<file path="config.mk">
export PLATFORM = sky130hd
export DESIGN_NAME = decoder_4b3b
export DESIGN_NICKNAME = d
export VERILOG_FILES = /design/src/rtl/decoder_4b3b.sv
export SDC_FILE = /design/constraint.sdc
export NUM_CORES = 1
export LEC_CHECK = 0
export ABC_AREA = 1
export CELL_PAD_IN_SITES_DETAIL_PLACEMENT = 0
export CELL_PAD_IN_SITES_GLOBAL_PLACEMENT = 2
export CORE_MARGIN = 5
export CORE_UTILIZATION = 30
export DETAILED_ROUTE_END_ITERATION = 7
export GPL_TIMING_DRIVEN = 0
export PLACE_DENSITY_LB_ADDON = 0.1
export SLEW_MARGIN = 25
export SYNTH_ARGS = -nofsm -noshare
export SYNTH_HDL_FRONTEND = slang
export SYNTH_SLANG_ARGS = --single-unit
</file>
<file path="constraint.sdc">
create_clock -name clk_i -period 3.5 [get_ports clk_i]
set_input_delay 0.7 -clock clk_i [delete_from_list [all_inputs] [get_ports clk_i]]
set_output_delay 0.7 -clock clk_i [all_outputs]
set_load 0.1 [all_outputs]
</file>
<file path="src/rtl/decoder_4b3b.sv">
// decoder_4b3b: 4b/3b sub-block decoder with running-disparity check, error counter and lock FSM
module decoder_4b3b #(
    parameter int ERR_CNT_W   = 8,
    parameter int LOCK_THRESH = 16,
    parameter int LOSS_THRESH = 4
) (
    input  logic                 clk_i,
    input  logic                 reset_i,
    input  logic                 valid_i,
    input  logic [3:0]           data_i,
    input  logic                 err_cnt_clr_i,
    output logic                 valid_o,
    output logic [2:0]           data_o,
    output logic                 code_err_o,
    output logic                 disp_err_o,
    output logic                 rd_neg_o,
    output logic                 lock_o,
    output logic [ERR_CNT_W-1:0] err_cnt_o
);
    localparam int GW = $clog2(LOCK_THRESH + 1);
    localparam int BW = $clog2(LOSS_THRESH + 1);

    typedef enum logic {UNLOCKED, LOCKED} state_t;

    state_t        state;
    logic [GW-1:0] good_run;
    logic [BW-1:0] bad_run;
    logic [2:0]    ones;
    logic [2:0]    dec;
    logic          code_err, pos, neg, disp_err, bad;

    // classify the incoming symbol and check it against the running disparity
    always_comb begin
        ones     = {2'b0, data_i[3]} + {2'b0, data_i[2]} + {2'b0, data_i[1]} + {2'b0, data_i[0]};
        code_err = (ones == 3'd0) || (ones == 3'd4);
        pos      = ones == 3'd3;
        neg      = ones == 3'd1;
        disp_err = (pos && !rd_neg_o) || (neg && rd_neg_o);
        bad      = code_err || disp_err;
    end

    // code-to-data lookup; illegal codes map to 000
    always_comb begin
        dec = 3'd0;
        case (data_i)
            4'b1001:                            dec = 3'd1;
            4'b0101:                            dec = 3'd2;
            4'b1100, 4'b0011:                   dec = 3'd3;
            4'b1101, 4'b0010:                   dec = 3'd4;
            4'b1010:                            dec = 3'd5;
            4'b0110:                            dec = 3'd6;
            4'b1110, 4'b0001, 4'b0111, 4'b1000: dec = 3'd7;
            default:                            dec = 3'd0;
        endcase
    end

    // registered outputs, running disparity, error counter and lock FSM
    always_ff @(posedge clk_i) begin
        if (!reset_i) begin
            valid_o    <= 1'b0;
            data_o     <= 3'd0;
            code_err_o <= 1'b0;
            disp_err_o <= 1'b0;
            rd_neg_o   <= 1'b1;
            lock_o     <= 1'b0;
            err_cnt_o  <= '0;
            good_run   <= '0;
            bad_run    <= '0;
            state      <= UNLOCKED;
        end else begin
            valid_o    <= valid_i;
            code_err_o <= valid_i && code_err;
            disp_err_o <= valid_i && disp_err;
            if (valid_i) begin
                data_o <= code_err ? 3'd0 : dec;
                if (pos)
                    rd_neg_o <= 1'b0;
                else if (neg)
                    rd_neg_o <= 1'b1;
                if (state == UNLOCKED) begin
                    if (bad)
                        good_run <= '0;
                    else if (good_run == GW'(LOCK_THRESH - 1)) begin
                        state    <= LOCKED;
                        lock_o   <= 1'b1;
                        good_run <= '0;
                        bad_run  <= '0;
                    end else
                        good_run <= good_run + 1'b1;
                end else begin
                    if (!bad)
                        bad_run <= '0;
                    else if (bad_run == BW'(LOSS_THRESH - 1)) begin
                        state    <= UNLOCKED;
                        lock_o   <= 1'b0;
                        good_run <= '0;
                        bad_run  <= '0;
                    end else
                        bad_run <= bad_run + 1'b1;
                end
            end
            if (err_cnt_clr_i)
                err_cnt_o <= '0;
            else if (valid_i && bad && !(&err_cnt_o))
                err_cnt_o <= err_cnt_o + 1'b1;
        end
    end
endmodule
</file>
# Word-level counts from Yosys, hierarchy flattened
# Memory sizes are Yosys's and may differ from the RTL's.
# Index checks and enable logic that the tools add are counted.
# op_classes
add_sub_neg	6
n_mul	0
div_mod_pow	0
order_cmp	0
n_eq_ne	9
n_shift	0
mux	23
n_bitwise	1
reduce_logical	20
# op_table
op	n
5-bit two-way mux	5
3-bit two-way mux	6
1-bit two-way mux	12
8-bit by 1-bit adder with 8-bit output, second input constant	1
8-bit AND reduction	1
3-bit by 2-bit == test with 1-bit output, second input constant	2
1-bit logical AND	6
2-bit by 1-bit inequality test with 1-bit output, second input constant	3
3-bit AND reduction	2
5-bit by 1-bit adder with 5-bit output, second input constant	1
5-bit by 4-bit == test with 1-bit output, second input constant	1
5-bit AND reduction	1
2-bit nonzero test	2
2-bit by 1-bit adder with 3-bit output	1
3-bit by 1-bit adder with 3-bit output	1
3-bit by 1-bit adder with 3-bit output, second input constant	1
3-bit by 1-bit == test with 1-bit output, second input constant	1
3-bit == test, second input constant	1
3-bit zero test	1
1-bit logical OR	3
1-bit by 1-bit adder with 2-bit output	1
1-bit zero test	2
2-bit inequality test, second input constant	1
2-bit AND reduction	1
2 further kinds	2
# totals
reg_bits	25
latch_bits	0
ram_bits	0
rom_bits	48
inputBits	8
output_inout_bits	16
wordCells	70
n_memories	1
# mem_list
memory	words	word_bits	read_ports	rd_clocked_by_memory_dff	write_ports	line	rtl
(name not given)	16	3	1	0	0	45	case (data_i)

# Depth between registers and ports, before layout
# Gate-level depths: netlist of run 1.
# depth
word_depth	9
ltp_mapped	13
mapped_depth_nobuf	13

# Least setup slack after synthesis of run 1
# OpenSTA, ideal clock, no wires.
# synth_timing
path_type	in2reg
start	input port data_i[0]
end	register err_cnt_o[0]
setup_ns	0.159
arrival_time_ns	2.298
setup_slack_ns	1.044
path_stages	10
cell_sequence	fa_1 > ha_1 > ha_1 > nand2_1 > nand3_2 > nand2_4 > nand2_4 > clkinv_4 > o21ai_1 > a21oi_1
# synth_via
elab_chain_cells	7
# synth_rtl
element	line	rtl
start: declaration	10	input logic [3:0] data_i,
3-bit by 1-bit adder with 3-bit output (*)	34	ones = {2'b0, data_i[3]} + {2'b0, data_i[2]} + {2'b0, data_i[1]} + {2'b0, data_i[0]};
3-bit by 2-bit == test with 1-bit output or 3-bit by 1-bit == test with 1-bit output (tied branches)	36, 37	
1-bit logical AND	38	disp_err = (pos && !rd_neg_o) || (neg && rd_neg_o);
1-bit logical OR	38	
1-bit logical OR (*)	39	bad = code_err || disp_err;
1-bit logical AND (*) (2 in a row)	104	else if (valid_i && bad && !(&err_cnt_o))
end signal: assignment	105	err_cnt_o <= err_cnt_o + 1'b1;
end: declaration	18	output logic [ERR_CNT_W-1:0] err_cnt_o
# Every way passes the cells marked *; elsewhere a longest branch is shown, timed or not.
# A chain may end at the register's enable or synchronous reset.

# Worst setup path after layout of run 1
# layout_timing
start	input port data_i[0]
end	register good_run[0]
# layout_via
elab_chain_cells	7
# layout_rtl
element	line	rtl
3-bit by 1-bit adder with 3-bit output (*)	34	
3-bit by 2-bit == test with 1-bit output or 3-bit by 1-bit == test with 1-bit output (tied branches)	36, 37	
1-bit logical AND	38	
1-bit logical OR	38	
1-bit logical OR (*)	39	
2-bit by 1-bit inequality test with 1-bit output (no line) or 5-bit two-way mux (tied branches)	-	
3-bit AND reduction (no line) or 5-bit two-way mux (tied branches)	-	
end signal: assignment	89	good_run <= good_run + 1'b1;
end: declaration	26	logic [GW-1:0] good_run;
# Marks and branches as above.

==> results.py, run 1 <==
metrics = {
    "cts": {
        "clk_pin_slew_ns": 0.09,
        "clockBufferDepth": 2,
        "htree_num_levels": 1,
        "post_cts_buffers": 0,
        "clk_latency_ns": 0.27,
        "cts_tree": "built",
        "cts_sinks": 25,
        "cts_root_buf": "clkbuf_8",
        "ctsHoldBuffers": 0,
        "cts_resized": 0,
        "cts_buffers": 3,
    },
    "synthesis": {
        "syn_nets": 213,
        "yosys_warnings": 0,
        "async_flop_share_pct": 0,
        "ys_top_cells_by_count": "nand2_1, nor2_1, dfxtp_1",
        "synth_seq_cells": 25,
        "synth_area_leaders": "dfxtp_1, nand2_1, ha_1, nor2_1, inv_1",
        "synth-edff-count": 0,
        "synth_cell_type_count": 22,
        "yosysTopAreaCellShare_pct": 36.4,
        "synth-main-ff-cell": "dfxtp_1",
        "syn_inst": 195,
        "post-synth-top-count-cell": "nand2_1",
        "syn_area_sq_um": 1380,
        "synth_area_per_cell_sq_um": 7.06,
        "seq_area_frac_synth_pct": 36.4,
        "yosysTopAreaCell": "dfxtp_1",
    },
    "power_and_ir_drop": {
        "vdd_drop_max_v": 0.000249,
        "p_leak_nw": 0.720,
        "total_power_mw": 0.681,
        "power_density_nw_per_um2": 397,
    },
    "hold_path": {
        "hp-class": "reg2reg",
        "min-delay-start": "good_run[4]",
    },
    "final_layout": {
        "diodes": 0,
        "layout.cells.non_filler": 274,
        "synthToLayoutAreaGrowth_pct": 24.7,
        "nNetsFinal": 241,
        "drive_gt1_share_pct": 8.56,
        "fill_cells": 459,
    },
    "timing": {
        "rsz0062_at_grt": "false",
        "fin_crit_ns": 2.85,
        "whs_ns": 0.437,
        "final_hold_viol_count": 0,
        "tightestPinTransition_ns": 0.969,
        "fin_skew_ns": 0.00359,
        "timing.final.crit_share_pct": 81.4,
        "finalSetupViolCount": 0,
        "max_slew_margin_pct": 35.2,
        "max_freq_ghz": 0.351,
        "maxSlewViolCount": 0,
        "tns_ns": 0,
    },
    "worst_setup_path": {
        "slowest_stage": "fa_1",
        "cp-start-kind": "primary input",
        "regToRegSetupSlack_ns": 2.06,
        "crit_end": "good_run[0]",
        "cp_slowest_stage_delay_ns": 0.52,
        "critPathLaunch": "data_i[0]",
        "critPathCaptureType": "flip-flop",
        "path_cells": "clkdlybuf4s50_1 > fa_1 > ha_1 > ha_1 > inv_2 > nand2_2 > nand3_2 > nand2_4 > nand2_1 > nand2_1 > nand2_1 > nor2_1 > nor2_1",
        "crit_path_frequent_cell": "nand2_1",
        "r2r-start": "err_cnt_o[0]",
        "rr_worst_depth": 8,
        "critPathRequiredTime_ns": 3.67,
        "critPathKind": "in2reg",
        "critPathMaxFanout": 6,
        "cp_data_arrival_time_ns": 3.02,
        "reg2reg_to": "err_cnt_o[6]",
    },
    "floorplan": {
        "num_io_pins": 24,
        "coreArea_sq_um": 4410,
        "fp.dieH_um": 77.7,
        "rows": 24,
        "die_x_um": 77.7,
        "initial_core_util_pct": 31.2,
        "die_area_sq_um": 6040,
    },
    "place": {
        "dp.cells": 270,
        "dp_hpwl_um": 2410,
        "io_buffers": 23,
        "gp_congestion": 0.868,
    },
    "route": {
        "drt-initial-drc-count": 35,
        "ant_nets": 0,
        "dr_total_vias": 1261,
        "remaining_drc_errors": 0,
        "dr.pass1.iters": 4,
        "routedWlPerCell_um": 11.4,
        "via_per_inst": 4.60,
        "wl_um": 3120,
    },
    "grt": {
        "grt_pass1_vias": 1226,
        "grt_max_degree": 14,
        "grt_overflow": 0,
        "antenna_found_initial": 0,
        "grt_use_total_pct": 10.8,
        "grt_pass1_wl_um": 5360,
    },
    "run_status": {
        "status": "complete, no violations",
    },
    "run": {
        "max_cap_viol_count": 0,
    },
}
==> worst max-delay path, delay by kind of cell <==
family        cells  cell delay [ns]
buf+inv           2             0.56
fa+ha+maj         3             1.05
simple gates      8             0.72
==> power by group <==
part	switching (mW)	total (mW)	internal (mW)
clock network	0.0961	0.178	0.0816
registers	0.00817	0.304	0.296
logic	0.145	0.199	0.0546
total	0.249	0.681	0.432
==> cells in the final DEF (no fill, tap or decap), types with 2 or more instances in the layout <==
cell type	count
a21oi_1	15
a21oi_2	3
clkbuf_8	3
clkdlybuf4s50_1	23
dfxtp_1	25
ha_1	9
inv_1	21
inv_2	3
nand2_1	48
nand2_2	3
nand2_4	2
nand3_1	12
nand4_1	2
nor2_1	26
nor2_2	3
nor3_1	2
o211ai_1	2
o21ai_0	7
o21ai_1	4
xor2_1	4
==> per-layer routing <==
layer  GRT usage (%)  routed length, um  vias to the layer above  part of all wire, %
met5               0                  0                        -                    0
met4            3.09                 23                        0                 0.74
met3            3.13                140                        2                  4.5
met2            18.6               1500                       22                   48
met1            12.9               1450                      559                   47
li1                -                  -                      678                    -
==> area by class of cell <==
class                           instances  area (sq um)  share of cell area [%]
Sequential cell                        25           500                    29.2
Multi-Input combinational cell        145           777                    45.3
Timing Repair Buffer                   23           230                    13.4
Inverter                               25          98.8                    5.76
Clock buffer                            4          45.0                    2.62
Tap cell                               52          65.1                    3.79
==> registers in the layout (all words and copies together), names as in the netlist <==
signal	cells
disp_err_o	1
data_o	3
bad_run	3
code_err_o	1
err_cnt_o	8
valid_o	1
rd_neg_o	1
lock_o	1
state	1
good_run	5
==> cell families after synthesis <==
| logic type | count (synthesis) | share of synthesized area, % |
|---|---|---|
| AND/OR/NAND/NOR | 99 | 31.3 |
| flip-flops | 25 | 36.4 |
| buffers and inverters | 25 | 7.18 |
| XOR/XNOR | 4 | 2.55 |
| AO/OA/AOI/OAI | 32 | 13.0 |
| adder cells (fa/ha/maj) | 10 | 9.64 |
==> per-stage QoR <==
step	utilization [%]	area, sq um	setup WS [ns]
finish	38.9	1720	0.650
global placement	37.9	1670	0.348
global route	38.9	1720	0.484
CTS	38.9	1720	0.629
detailed placement	37.9	1670	0.347
floorplan	-	1380	1.04
==> worst min path at each step <==
stage	slack, ns	cells after the start	end
4_1_cts	0.44	2	good_run[4]
3_3_place_gp	0.42	2	good_run[4]
5_1_grt	0.49	2	good_run[4]
2_1_floorplan	0.41	2	good_run[4]
3_5_place_dp	0.43	2	good_run[4]
6_report	0.44	2	good_run[4]
Power figures use the tool's default switching activity.
==> inputs of run 2 (changes only) <==
Settings changed: CORE_UTILIZATION 30 to 29.
Clock period 3.5 ns to 2.9 ns, I/O delays scaled along.
==> results.py, run 2 (same netlist as run 1, synthesis figures left out) <==
metrics = {
    "power_and_ir_drop": {
        "vdd_drop_max_v": 0.000150,
        "total_power_mw": 0.826,
        "p_leak_nw": 0.748,
        "power_density_nw_per_um2": 476,
    },
    "hold_path": {
        "whs_path_depth": 2,
        "whs_endpoint": "good_run[4]",
        "hp-class": "reg2reg",
        "min-delay-start": "good_run[4]",
    },
    "timing": {
        "tightestPinTransition_ns": 0.972,
        "timing.final.crit_share_pct": 83.8,
        "finalSetupViolCount": 0,
        "fin_skew_ns": 0.00249,
        "max_slew_margin_pct": 35.0,
        "fin_crit_ns": 2.43,
        "whs_ns": 0.439,
        "rsz0062_at_grt": "false",
        "max_freq_ghz": 0.412,
        "final_hold_viol_count": 0,
        "tns_ns": 0,
        "maxSlewViolCount": 0,
        "fin_ws_ns": 0.470,
    },
    "route": {
        "wl_um": 3160,
        "via_per_inst": 4.58,
        "drt-initial-drc-count": 23,
        "dr_total_vias": 1263,
        "remaining_drc_errors": 0,
        "ant_nets": 0,
        "routedWlPerCell_um": 11.4,
        "dr.pass1.iters": 4,
    },
    "final_layout": {
        "layout.area.seq_sq_um": 500,
        "diodes": 0,
        "finalCoreUtilization_pct": 37.2,
        "top_regs": "err_cnt_o (8), good_run (5)",
        "top_register": "err_cnt_o",
        "drive_gt1_share_pct": 9.01,
        "largest_reg_flops": 8,
        "fill_cells": 500,
        "nNetsFinal": 241,
        "multi_input_area_sq_um": 782,
        "layout_commonest_cell": "nand2_1",
        "final_area_sq_um": 1740,
        "most-common-layout-cells": "nand2_1, nor2_1, dfxtp_1",
        "synthToLayoutAreaGrowth_pct": 26.1,
        "layout.cells.non_filler": 276,
    },
    "grt": {
        "grt_overflow": 0,
        "grt_pass1_wl_um": 5550,
        "grt_use_total_pct": 10.9,
        "grt_pass1_vias": 1264,
        "grt_max_degree": 16,
        "antenna_found_initial": 0,
    },
    "place": {
        "place_ws_ns": -0.144,
        "dp.cells": 272,
        "postPlaceCellArea_sq_um": 1670,
        "gp_congestion": 0.817,
        "io_buffers": 23,
        "dp_hpwl_um": 2440,
    },
    "worst_setup_path": {
        "cp_top_family": "buffers and inverters",
        "critPathCaptureType": "primary output",
        "path_cells": "clkdlybuf4s50_1",
        "critPathMaxFanout": 5,
        "cp-start-kind": "flip-flop",
        "cp_data_arrival_time_ns": 1.85,
        "slowest_stage": "clkdlybuf4s50_1",
        "critPathRequiredTime_ns": 2.32,
        "crit_buf_inv": 1,
        "cp_slowest_stage_delay_ns": 1.16,
        "reg2reg_to": "err_cnt_o[6]",
        "regToRegSetupSlack_ns": 1.42,
        "critPathKind": "reg2out",
        "r2r-start": "err_cnt_o[0]",
        "rr_worst_depth": 8,
        "cp_num_cells": 1,
    },
    "cts": {
        "cts_root_buf": "clkbuf_8",
        "clockBufferDepth": 2,
        "post_cts_buffers": 0,
        "clk_latency_ns": 0.27,
        "cts_tree": "built",
        "cts_buffers": 3,
        "htree_num_levels": 1,
        "clk_pin_slew_ns": 0.10,
        "cts_sinks": 25,
    },
    "floorplan": {
        "initial_core_util_pct": 29.5,
        "coreArea_sq_um": 4660,
        "die_area_sq_um": 6220,
        "fp.dieH_um": 78.9,
        "num_io_pins": 24,
        "rows": 25,
        "die_x_um": 78.9,
    },
    "run_status": {
        "status": "complete, no violations",
    },
    "run": {
        "max_cap_viol_count": 0,
    },
}
run 2: metal layers:
| metal | up-vias | GRT usage (%) | wire (um) |
|---|---|---|---|
| met1 | 560 | 13.6 | 1480 |
| met5 | - | 0 | 0 |
| met2 | 19 | 19.0 | 1540 |
| met4 | 0 | 3.09 | 32 |
| li1 | 680 | - | - |
| met3 | 4 | 2.27 | 106 |
run 2: worst max-delay path by stage:
| stage | from | end | slack [ns] |
|---|---|---|---|
| 5_1_grt | data_i[0] | good_run[3] | 0.34 |
| 4_1_cts | data_i[3] | good_run[0] | 0.15 |
| 3_5_place_dp | data_i[3] | good_run[2] | -0.14 |
| 2_1_floorplan | data_i[0] | err_cnt_o[0] | 0.56 |
| 3_3_place_gp | data_i[3] | good_run[3] | -0.14 |
| 6_report | err_cnt_o[6] | err_cnt_o[6] | 0.47 |
run 2: where the power goes:
group	switching, mW	internal [mW]	leakage [nW]
sequential	0.0105	0.357	0.203
clock	0.122	0.0975	0.0217
combinational	0.173	0.0658	0.523
total	0.306	0.520	0.748
run 2: what timing repair did:
item,CTS,global route
gates resized for setup,0,4
hold buffers,0,0
setup endpoints to repair,0,3
endpoints found under the hold margin,0,0
run 2: final cells by class:
cell class	count	area share (%)
sequential	25	28.8
tap	54	3.89
timing repair buffer	23	13.7
multi-input combinational	145	45.1
clock buffer	3	2.38
clock inverter	1	0.433
inverter	25	5.70
==> inputs of run 3 (changes only) <==
Clock period 2.9 ns to 2.5 ns, I/O delays scaled along.
==> results.py, run 3 (same netlist as run 1, synthesis figures left out) <==
metrics = {
    "run_status": {
        "status": "complete, no violations",
    },
    "hold_path": {
        "min-delay-start": "good_run[4]",
        "whs_path_depth": 2,
        "hp-class": "reg2reg",
        "whs_endpoint": "good_run[4]",
    },
    "timing": {
        "max_freq_ghz": 0.426,
        "tightestPinTransition_ns": 0.972,
        "finalSetupViolCount": 0,
        "max_slew_margin_pct": 35.0,
        "maxSlewViolCount": 0,
        "fin_skew_ns": 0.00115,
        "tns_ns": 0,
        "timing.final.crit_share_pct": 94.0,
        "rsz0062_at_grt": "false",
        "final_hold_viol_count": 0,
        "whs_ns": 0.439,
        "fin_crit_ns": 2.35,
    },
    "place": {
        "dp.cells": 272,
        "io_buffers": 23,
        "dp_hpwl_um": 2440,
        "postPlaceCellArea_sq_um": 1670,
        "gp_congestion": 0.817,
    },
    "final_layout": {
        "final_area_sq_um": 1740,
        "most-common-layout-cells": "nand2_1, nor2_1, dfxtp_1",
        "largest_reg_flops": 8,
        "nNetsFinal": 241,
        "fill_cells": 502,
        "finalCoreUtilization_pct": 37.2,
        "top_register": "err_cnt_o",
        "multi_input_area_sq_um": 797,
        "drive_gt1_share_pct": 10.4,
        "layout_commonest_cell": "nand2_1",
        "synthToLayoutAreaGrowth_pct": 26.1,
        "layout.cells.non_filler": 276,
        "diodes": 0,
        "top_regs": "err_cnt_o (8), good_run (5)",
        "layout.area.seq_sq_um": 500,
    },
    "grt": {
        "antenna_found_initial": 0,
        "grt_use_total_pct": 10.9,
        "grt_overflow": 0,
        "grt_pass1_vias": 1264,
        "grt_pass1_wl_um": 5550,
        "grt_max_degree": 16,
    },
    "power_and_ir_drop": {
        "p_leak_nw": 0.721,
        "vdd_drop_max_v": 0.000174,
        "power_density_nw_per_um2": 555,
    },
    "cts": {
        "cts_buffers": 3,
        "post_cts_buffers": 0,
        "clk_latency_ns": 0.27,
        "cts_root_buf": "clkbuf_8",
        "cts_tree": "built",
        "clk_pin_slew_ns": 0.10,
        "htree_num_levels": 1,
        "cts_sinks": 25,
        "clockBufferDepth": 2,
    },
    "worst_setup_path": {
        "critPathMaxFanout": 5,
        "reg2reg_to": "err_cnt_o[6]",
        "cp_slowest_stage_delay_ns": 1.16,
        "critPathKind": "reg2out",
        "crit_buf_inv": 1,
        "slowest_stage": "clkdlybuf4s50_1",
        "r2r-start": "err_cnt_o[0]",
        "regToRegSetupSlack_ns": 1.02,
        "critPathCaptureType": "primary output",
        "cp_top_family": "buffers and inverters",
        "cp_data_arrival_time_ns": 1.85,
        "rr_worst_depth": 8,
        "cp-start-kind": "flip-flop",
        "critPathRequiredTime_ns": 2.00,
        "path_cells": "clkdlybuf4s50_1",
    },
    "floorplan": {
        "rows": 25,
        "num_io_pins": 24,
        "initial_core_util_pct": 29.5,
        "die_area_sq_um": 6220,
        "coreArea_sq_um": 4660,
        "die_x_um": 78.9,
        "fp.dieH_um": 78.9,
    },
    "route": {
        "wl_um": 3160,
        "ant_nets": 0,
        "dr.pass1.iters": 4,
        "remaining_drc_errors": 0,
        "routedWlPerCell_um": 11.4,
        "via_per_inst": 4.59,
        "dr_total_vias": 1266,
        "drt-initial-drc-count": 28,
    },
    "run": {
        "max_cap_viol_count": 0,
    },
}
run 3: cell types whose count changed in the layout (fill, tap and decap cells not counted), sizes merged:
| cell | previous run | this run |
|---|---|---|
| dlymetal6s2s | 3 | 0 |
| clkbuf | 3 | 4 |
| dlygate4sd2 | 0 | 2 |
run 3: worst max-delay path by stage:
stage | startpoint | slack (ns) | depth (start not counted) | to
after floorplan | data_i[0] | 0.24 | 10 | err_cnt_o[0]
after global placement | data_i[3] | -0.46 | 13 | good_run[3]
after detailed placement | data_i[3] | -0.46 | 13 | good_run[2]
after CTS | data_i[0] | 0.07 | 13 | good_run[0]
after global routing | data_i[0] | 0.0009 | 13 | good_run[3]
final | err_cnt_o[6] | 0.15 | 1 | err_cnt_o[6]
run 3: area by class of cell:
| class | instances | area share, % |
|---|---|---|
| multi-input combinational | 145 | 45.9 |
| sequential | 25 | 28.8 |
| timing repair buffer | 23 | 12.8 |
| inverter | 25 | 5.70 |
| tap | 54 | 3.89 |
| clock buffer | 3 | 2.38 |
| clock inverter | 1 | 0.433 |
run 3: power by group:
part           switching (mW)  internal (mW)
clock network           0.142          0.113
registers              0.0122          0.414
logic                   0.202         0.0791
total                   0.357          0.606
run 3: metal layers:
| metal | track usage [%] | part of all wire, % | vias to the layer above |
|---|---|---|---|
| met5 | 0 | 0 | - |
| met4 | 3.09 | 0.89 | 0 |
| met3 | 2.27 | 3.4 | 4 |
| met2 | 19.0 | 49 | 19 |
| met1 | 13.6 | 47 | 564 |
| li1 | - | - | 679 |
run 3: through the flow:
stage               power, mW  setup WS, ns
floorplan               0.643         0.244
global placement        0.713        -0.457
detailed placement      0.715        -0.464
CTS                     0.978        0.0663
global route             1.03      0.000902
finish                  0.963         0.150
run 3: repair_timing:
action                     4_1_cts  5_1_grt
gates resized for setup          3        5
pin swaps                        0        2
setup endpoints to repair       18       13
hold buffers                     0        0
run 3: worst register-to-register path, stage by stage, from the launching register on:
cell      delay [ns]
dfxtp_1         0.41
ha_1            0.19
nand2_1         0.11
nor2_1          0.16
a21oi_2         0.09
nand2_4         0.13
clkinv_4        0.10
a21oi_1         0.13
nor2_1          0.06
